**src/rtl/pipe_ctrl_n_pkg.sv**
```systemverilog
// Shared constants and drain FSM encoding for the pipeline stall/flush controller.
package pipe_ctrl_n_pkg;

  typedef enum logic {
    ST_RUN   = 1'b0,
    ST_DRAIN = 1'b1
  } drain_st_e;

  localparam int STAGE_IF = 0;
  localparam int STAGE_ID = 1;

  localparam logic [4:0] GPR_ZERO = 5'd0;

endpackage

```
**src/rtl/pipe_ctrl_n_req_counter.sv**
```systemverilog
// Outstanding-request counter: bumps on accepted request, drops on response,
// and flags a response that arrives with nothing outstanding.
module req_counter #(
  parameter int W = 2
) (
  input  logic         clk,
  input  logic         resetn,
  input  logic         req,
  input  logic         addr_ok,
  input  logic         data_ok,
  output logic [W-1:0] cnt,
  output logic         req_ok,
  output logic         proto_err
);

  localparam logic [W-1:0] CNT_MAX = '1;

  logic         acc;
  logic [W-1:0] cnt_nxt;

  assign acc    = req && addr_ok;
  assign req_ok = (cnt != CNT_MAX);

  always_comb begin
    cnt_nxt = cnt;
    if (acc && !data_ok)
      cnt_nxt = cnt + 1'b1;
    else if (!acc && data_ok && cnt != '0)
      cnt_nxt = cnt - 1'b1;
  end

  always_ff @(posedge clk or negedge resetn) begin
    if (!resetn) begin
      cnt       <= '0;
      proto_err <= 1'b0;
    end else begin
      cnt <= cnt_nxt;
      if (data_ok && cnt == '0)
        proto_err <= 1'b1;
    end
  end

endmodule

```
**src/rtl/pipe_ctrl_n.sv**
```systemverilog
// N-register hold/clear generator with ID RAW hazard detection, bus request
// tracking and a drain FSM that discards responses of cancelled fetches.
module pipe_ctrl_n
  import pipe_ctrl_n_pkg::*;
#(
  parameter int STAGES     = 4,
  parameter int OUTST_W    = 2,
  parameter int FWD_EN     = 1,
  parameter int EXC_STAGE  = 3,
  parameter int DMEM_STAGE = 3
) (
  input  logic                    clk,
  input  logic                    resetn,
  input  logic                    inst_req,
  input  logic                    inst_addr_ok,
  input  logic                    inst_data_ok,
  input  logic                    data_req,
  input  logic                    data_addr_ok,
  input  logic                    data_data_ok,
  input  logic                    id_rs_ren,
  input  logic [4:0]              id_rs,
  input  logic                    id_rt_ren,
  input  logic [4:0]              id_rt,
  input  logic                    id_branch,
  input  logic [STAGES-3:0]       prod_wen,
  input  logic [5*(STAGES-2)-1:0] prod_wreg,
  input  logic [STAGES-3:0]       prod_late,
  input  logic [STAGES:0]         ext_busy,
  input  logic                    exc_oc,
  input  logic                    eret,
  output logic [STAGES-1:0]       hold,
  output logic [STAGES-1:0]       clr,
  output logic                    inst_req_ok,
  output logic                    data_req_ok,
  output logic                    inst_discard,
  output logic                    proto_err
);

  localparam int NPROD = STAGES - 2;

  logic [OUTST_W-1:0] inst_cnt, data_cnt, inst_left;
  logic               inst_perr, data_perr;
  logic               flush, id_haz, if_wait, dmem_wait;
  logic [NPROD-1:0]   match, stall_on;
  logic [STAGES:0]    busy;

  drain_st_e          state, state_nxt;
  logic [OUTST_W-1:0] cancel_cnt, cancel_nxt;

  req_counter #(.W(OUTST_W)) u_inst_cnt (
    .clk(clk), .resetn(resetn), .req(inst_req), .addr_ok(inst_addr_ok),
    .data_ok(inst_data_ok), .cnt(inst_cnt), .req_ok(inst_req_ok), .proto_err(inst_perr)
  );

  req_counter #(.W(OUTST_W)) u_data_cnt (
    .clk(clk), .resetn(resetn), .req(data_req), .addr_ok(data_addr_ok),
    .data_ok(data_data_ok), .cnt(data_cnt), .req_ok(data_req_ok), .proto_err(data_perr)
  );

  assign proto_err = inst_perr || data_perr;
  assign flush     = exc_oc || eret;

  // Producer p sits in stage p+2; p==0 (EX) can only forward at stage end.
  for (genvar p = 0; p < NPROD; p++) begin : g_prod
    logic [4:0] wreg;
    assign wreg     = prod_wreg[5*p +: 5];
    assign match[p] = prod_wen[p] && (wreg != GPR_ZERO) &&
                      ((id_rs_ren && wreg == id_rs) || (id_rt_ren && wreg == id_rt));
    if (FWD_EN != 0) begin : g_fwd
      assign stall_on[p] = match[p] && prod_late[p] && ((p == 0) || id_branch);
    end else begin : g_nofwd
      assign stall_on[p] = match[p];
    end
  end

  assign id_haz    = |stall_on;
  assign if_wait   = !(inst_data_ok && !inst_discard);
  assign dmem_wait = (data_req && !data_addr_ok) || (data_cnt != '0 && !data_data_ok);

  always_comb begin
    busy             = ext_busy;
    busy[STAGE_IF]   = busy[STAGE_IF] | if_wait;
    busy[STAGE_ID]   = busy[STAGE_ID] | id_haz;
    busy[DMEM_STAGE] = busy[DMEM_STAGE] | dmem_wait;
  end

  // A register holds while anything downstream is busy; the first register
  // behind a busy stage with free downstream loads a bubble. Flush wins.
  for (genvar k = 0; k < STAGES; k++) begin : g_reg
    localparam bit IN_FLUSH = (k <= EXC_STAGE);
    logic below;
    assign below  = |busy[STAGES:k+1];
    assign hold[k] = below && !(flush && IN_FLUSH);
    assign clr[k]  = flush ? IN_FLUSH : (busy[k] && !below);
  end

  // Fetches still outstanding after this cycle; these are the ones a flush cancels.
  always_comb begin
    inst_left = inst_cnt;
    if (inst_req && inst_addr_ok && !inst_data_ok)
      inst_left = inst_cnt + 1'b1;
    else if (!(inst_req && inst_addr_ok) && inst_data_ok && inst_cnt != '0)
      inst_left = inst_cnt - 1'b1;
  end

  always_comb begin
    state_nxt    = state;
    cancel_nxt   = cancel_cnt;
    inst_discard = 1'b0;
    if (flush) begin
      cancel_nxt = inst_left;
      state_nxt  = (inst_left != '0) ? ST_DRAIN : ST_RUN;
    end else if (state == ST_DRAIN) begin
      inst_discard = inst_data_ok;
      if (inst_data_ok) begin
        cancel_nxt = cancel_cnt - 1'b1;
        if (cancel_cnt == OUTST_W'(1))
          state_nxt = ST_RUN;
      end
    end
  end

  always_ff @(posedge clk or negedge resetn) begin
    if (!resetn) begin
      state      <= ST_RUN;
      cancel_cnt <= '0;
    end else begin
      state      <= state_nxt;
      cancel_cnt <= cancel_nxt;
    end
  end

endmodule

```
**config.mk**
```make
export PLATFORM = sky130hd
export DESIGN_NAME = pipe_ctrl_n
export DESIGN_NICKNAME = d
export VERILOG_FILES = /design/src/rtl/pipe_ctrl_n_pkg.sv /design/src/rtl/pipe_ctrl_n_req_counter.sv /design/src/rtl/pipe_ctrl_n.sv
export SDC_FILE = /design/constraint.sdc
export NUM_CORES = 1
export LEC_CHECK = 0
export CAP_MARGIN = 15
export CORE_UTILIZATION = 50
export CTS_BUF_LIST = sky130_fd_sc_hd__clkbuf_16
export DETAILED_ROUTE_END_ITERATION = 8
export DONT_BUFFER_PORTS = 1
export PLACE_DENSITY = 0.77
export SLEW_MARGIN = 5
export SYNTH_ARGS = -nofsm -noshare
export SYNTH_HDL_FRONTEND = slang
export SYNTH_HIERARCHICAL = 1
export SYNTH_SLANG_ARGS = --single-unit
```
**constraint.sdc**
```tcl
create_clock -name clk -period 1.43 [get_ports clk]
set_input_delay 0.0715 -clock clk [delete_from_list [all_inputs] [get_ports clk]]
set_output_delay 0.0715 -clock clk [all_outputs]
set_load 0.05 [all_outputs]
```
==> results of run 1 <==
==> power by group through the flow <==
stage | sequential (uW) | combinational, uW | clock [uW]
6_report | 398 | 904 | 482
5_1_grt | 402 | 963 | 503
4_1_cts | 385 | 783 | 486
3_5_place_dp | 389 | 719 | 0
3_3_place_gp | 385 | 687 | 0
2_1_floorplan | 406 | 493 | 0
==> logic make-up (layout without fill, tap and decap cells) <==
logic type | Yosys count | in the layout | synth area share, %
AO/OA/AOI/OAI | 30 | 30 | 24.5
XOR/XNOR | 22 | 22 | 20.7
adder cells (fa/ha/maj) | 2 | 2 | 2.69
buffers and inverters | 9 | 37 | 3.63
flip-flops | 9 | 9 | 24.2
multiplexers | 1 | 1 | 1.08
AND/OR/NAND/NOR | 45 | 45 | 23.1
==> flip-flops by register name, summed over array words and instances (netlist names) <==
signal                count
u_data_cnt/proto_err      1
u_inst_cnt/proto_err      1
u_inst_cnt/cnt            2
u_data_cnt/cnt            2
state                     1
cancel_cnt                2
==> worst max-delay path, delay by kind of cell, from the launching register on <==
family	cells	cell delay (ps)
buffers and inverters	3	440
AND/OR/NAND/NOR	5	640
flip-flops	1	390
==> stage by stage <==
step / instances / worst slack, ps / hold slack, ps / utilization, %
finish: 171 / -338 / 3.90 / 79.9
global route: 171 / -398 / 4.68 / 79.9
CTS: 167 / -298 / 1.29 / 74.8
detailed placement: 160 / -99.1 / -224 / 67.0
global placement: 160 / -43.4 / -224 / 67.0
floorplan: 118 / -101 / -224 / -
==> what timing repair did <==
action	in CTS	in global routing
hold buffers	1	1
setup endpoints to repair	6	10
gates resized for setup	8	13
hold endpoints to repair	9	1
pin swaps	5	10
setup buffers	2	3
==> cell usage in the layout, fill, tap and decap left out, types with 3 or more instances in the layout <==
master	n
xnor2_1	21
buf_4	15
nand2_1	13
nor2_1	9
a21oi_1	9
dfrtp_1	9
inv_1	7
nand4_1	4
buf_12	4
buf_6	4
a31o_2	3
a211oi_1	3
clkbuf_16	3
==> cell type report <==
class,instances,area share [%]
clock buffers,3,5.44
clock inverters,1,0.272
inverters,8,2.18
multi-input cells,100,54.9
flip-flops and latches,9,16.3
well taps,25,2.27
repair buffers,25,18.7
==> how the worst min path moves through the flow <==
stage,startpoint,to,slack (ps),cells after the start
2_1_floorplan,resetn,cancel_cnt[0]$_DFFE_PN0P_,-220,0
3_3_place_gp,resetn,u_data_cnt/proto_err$_DFFE_PN0P_,-220,0
3_5_place_dp,resetn,u_data_cnt/cnt[1]$_DFFE_PN0P_,-220,0
4_1_cts,data_data_ok,u_data_cnt/proto_err$_DFFE_PN0P_,1,1
5_1_grt,inst_data_ok,u_inst_cnt/proto_err$_DFFE_PN0P_,5,1
6_report,inst_data_ok,u_inst_cnt/proto_err$_DFFE_PN0P_,4,1
==> routing by layer <==
metal  part of all wire (%)  wire (um)  vias up
met1                     33       1000      505
met2                     58       1780       62
met4                    3.0         91        0
li1                       -          -      468
met3                    6.1        186       10
met5                      0          0        -
==> metrics, run 1 <==
Pwr Total 1780 uW; Worst setup SP type flip-flop; Horiz. Die Dim 45.1 um; post-synth net total 162; worst-case reg-to-reg path depth 5; htree depth 1; cts bufs inserted 3; busiest layer in global routing met2; failing checks setup timing; ANT nets after route 0; vias in the first global route 975; Register Area 225 um^2; Setup TNS -2010 ps; CP peak stage delay 390 ps; Worst VDD drop 1.48 mV; Clk pin slew, worst setup/hold paths 40 ps; RePlAce Congestion 0.733; Max Fanout on Critical Path 3; reg2reg end cancel_cnt[1]$_DFFE_PN0P_; Worst Path Arrival 1700 ps; Final WS setup -338 ps; Sink Count 9; initial antenna violation count 0; status complete, but fails checks; worst path cell trace nor2_2, nor2_4, nor4_4, buf_4, buf_4, nand2_2, nand2_2, buf_12; Final HPWL DP 1890 um; Yosys warning total 6; number of synthesized flops with an enable pin 0; net load switching power 656 uW; count leader, synth xnor2_1; RSZ-0062 raised after global routing yes; endpoints failing setup 7; Worst setup EP type output port; largest net degree at the start of global routing 12; global-route wire length before repair 3950 um; Initial DRC Count 19; Core ar. 1730 um^2; Final Cycle Share 124%; clock skew 3.91 ps; CP max stage cell dfrtp_1; Filler cells 117; sw frac 36.8%; Cell Rows 15; Die Area 2040 um^2; Int Power 1130 uW; grt total ovfl 0; Worst-Skew Late Latency 230 ps; Slew headroom 67.6%; M3 GR Usage 4.80%; synth cell count leaders xnor2_1, nand2_1, a21oi_1, nor2_1, dfrtp_1; Main synth FF type dfrtp_1; drc violations 0; Worst Setup SP u_data_cnt/cnt[1]$_DFFE_PN0P_; reg2reg start cancel_cnt[1]$_DFFE_PN0P_; Area after DPL 1160 um^2; max-slew violations 0; DR pass1 iterations 4; synth top area cells dfrtp_1, xnor2_1, nand2_1, a21oi_1, nor2_1; Gate Count Post-Synth 118; post-synthesis cell type count 32; CTS tree yes; port bufs 0; routing usage on met1 24.9%; height of the die 45.1 um; PD cells 1290 nW/um^2; Async S/R FF share, synth 100%; layout cells sized above 1 35.6%; total detailed-routing wirelength 3060 um; dominant cell type by area after synthesis dfrtp_1; Mapped Area 930 um^2; Setup crit end clr[2]; Seq/Total Area, Yosys 24.2%; crit path time final 1770 ps; final hold violations 0; Root Driver clkbuf_16; Multi-input gate area 757 um^2; Bufs on Longest Clock Path 2; syn avg cell area 7.88 um^2; Yosys reg bits 9; Global Route met2 Usage 55.7%; Slew @ Worst Pin 489 ps; DR WL/cell 17.9 um; io pins 54; area grow syn2layout 48.5%; NumNets Final 191; Initial Util 53.8%; static leakage 0.000556 uW; WS Path Type flip-flop to output port; number of max-cap violations 0; DR vias/cell 6.11; Logic pwr share 50.7%; CP required 1360 ps; Clock power frac 27.0%; Vias 1045; GRT Resource Usage Total 27.6%; Max Freq 565 MHz; post-route cell area 1380 um^2; setup slack, reg-to-reg 70 ps; Sequential Power Share 22.3%; top-area cell type share of the netlist area 24.2%; hold crit path type input port to flip-flop; ant diodes 0
Note: power is estimated with default switching activity, not from simulation.
==> inputs of run 2 (changes only) <==
- PLACE_DENSITY: 0.77 -> 0.68
- RECOVER_POWER: not set -> 50
==> run 2 against run 1 <==
Compared with the run above: the flow finishes with violations (hold timing, setup timing); via count fell by 7.0%; clock power is 1% higher; global-route usage about the same; die area did not move; final area increased by 0.63%; critical path depth shrank 1; power up 0.27%; clock-buffer cell count unchanged; sequential share of layout area down 0.10 points; first-iteration DRC count down 47%; non-clock buffer count unchanged; sequential power hardly changed; critical endpoint is now clr[1]; largest power group unchanged.
==> metrics, run 2 (synthesized netlist as in run 1, its figures left out) <==
status complete, but fails checks; failing checks hold timing, setup timing; min-delay src inst_data_ok; Max Fanout on Critical Path 3; CP Buf/Inv Count 2; Hold EP u_inst_cnt/proto_err$_DFFE_PN0P_; Final Cycle Share 119%; CP required 1360 ps; Root Driver clkbuf_16; commonest non-fill, non-tap cell in the layout xnor2_1; cts bufs inserted 3; global-route wire length before repair 3970 um; cell family with most CP delay simple AND/OR/NAND/NOR gates; io pins 54; Final WS setup -271 ps; worst path cell trace nor2_2, nor2_2, nor4_4, buf_4, nand2b_4, o21ai_4, buf_12; initial antenna violation count 0; Area after DPL 1130 um^2; hold depth 1; Worst setup SP type flip-flop; Max Freq 588 MHz; Initial Util 53.8%; hold slack -0.201 ps; grt total ovfl 0; drc violations 0; Vias 972; Worst VDD drop 0.991 mV; NumNets Final 191; CP peak stage delay 380 ps; Cell Rows 15; Core ar. 1730 um^2; Pwr Total 1790 uW; Clk pin slew, worst setup/hold paths 40 ps; setup slack, reg-to-reg 30 ps; reg2reg start cancel_cnt[0]$_DFFE_PN0P_; largest net degree at the start of global routing 12; Horiz. Die Dim 45.1 um; Final HPWL DP 1840 um; max-slew violations 0; height of the die 45.1 um; RSZ-0062 raised after global routing yes; ant diodes 0; vias in the first global route 1043; Worst Path Arrival 1630 ps; DR vias/cell 5.68; CTS tree yes; Worst setup EP type output port; Cell Count Post-Placement 158; Initial DRC Count 10; DR pass1 iterations 4; Setup TNS -1370 ps; htree depth 1; Bufs on Longest Clock Path 2; post-route cell area 1390 um^2; area grow syn2layout 49.4%; port bufs 0; Slew @ Worst Pin 711 ps; clock skew 1.43 ps; hold crit path type input port to flip-flop; ANT nets after route 0; crit path time final 1700 ps; commonest non-fill, non-tap cells in the layout xnor2_1, buf_4, nand2_1; static leakage 0.000555 uW; Die Area 2040 um^2; Largest regs cancel_cnt (2), u_data_cnt/cnt (2), u_inst_cnt/cnt (2); layout cells sized above 1 37.7%; non-filler cells, final 171; Critical Path Most Common Cell nor2_2; WS Path Type flip-flop to output port; CP max stage cell dfrtp_1; number of max-cap violations 0; PD cells 1290 nW/um^2; reg2reg end cancel_cnt[1]$_DFFE_PN0P_; Worst-Skew Late Latency 230 ps; Sink Count 9; total detailed-routing wirelength 2890 um; Slew headroom 52.6%; DR WL/cell 16.9 um; final hold violations 1; endpoints failing setup 6; worst-case reg-to-reg path depth 4; GRT Resource Usage Total 27.6%; RePlAce Congestion 0.715
## run 2: cell types whose count changed in the layout (fill, tap and decap cells not counted), sizes merged
cell	before	now
clkbuf	3	4
clkinv	0	1
inv	9	8
buf	23	22
## run 2: final cells by class
cell class | count | area, um^2
Sequential cell | 9 | 225
Clock buffer | 3 | 75.1
Fill cell | 121 | 338
Timing Repair Buffer | 25 | 245
Inverter | 8 | 30.0
Tap cell | 25 | 31.3
Clock inverter | 1 | 5.00
Multi-Input combinational cell | 100 | 777
## run 2: how the worst max path moves through the flow
stage / start / to / slack (ps) / depth (start not counted)
after detailed placement: prod_wreg[0] / clr[1] / -60 / 6
after CTS: u_data_cnt/cnt[1]$_DFFE_PN0P_ / clr[1] / -250 / 7
after global routing: u_data_cnt/cnt[1]$_DFFE_PN0P_ / clr[1] / -340 / 7
after global placement: prod_wreg[0] / clr[1] / -40 / 6
after floorplan: u_data_cnt/cnt[0]$_DFFE_PN0P_ / clr[0] / -100 / 5
final: u_data_cnt/cnt[1]$_DFFE_PN0P_ / clr[1] / -270 / 7
## run 2: power breakdown
part | switching [uW] | leakage, uW | internal [uW] | total, uW
Clock | 121 | 0.0000409 | 368 | 489
Combinational | 485 | 0.000410 | 414 | 899
Sequential | 62.3 | 0.000104 | 337 | 400
## run 2: timing repair
action                                 CTS  global route
pin swaps                                1             3
setup endpoints to repair                6            10
hold buffers                             2             0
cloned                                   0             0
endpoints found under the hold margin   10             0
gates resized for setup                 14            12
buffers inserted                         6             1
## run 2: per-stage QoR
| stage | util (%) | setup slack, ps |
|---|---|---|
| 3_3_place_gp | 65.4 | -41.2 |
| 4_1_cts | 77.3 | -253 |
| 3_5_place_dp | 65.4 | -60.2 |
| 5_1_grt | 80.4 | -341 |
| 2_1_floorplan | - | -101 |
| 6_report | 80.4 | -271 |
## run 2: worst reg2reg max path, cell delays in order (launching register included)
cell and delay, ps:
dfrtp_1 390, ha_1 310, and3_1 190, a211oi_1 320, a21oi_2 70
## run 2: routing by layer
layer	up-vias	part of all wire [%]	global-route usage, %
li1	469	-	-
met1	460	33	23.8
met2	37	59	59.4
met3	6	5.6	3.60
met4	0	2.3	12.7
met5	-	0	0
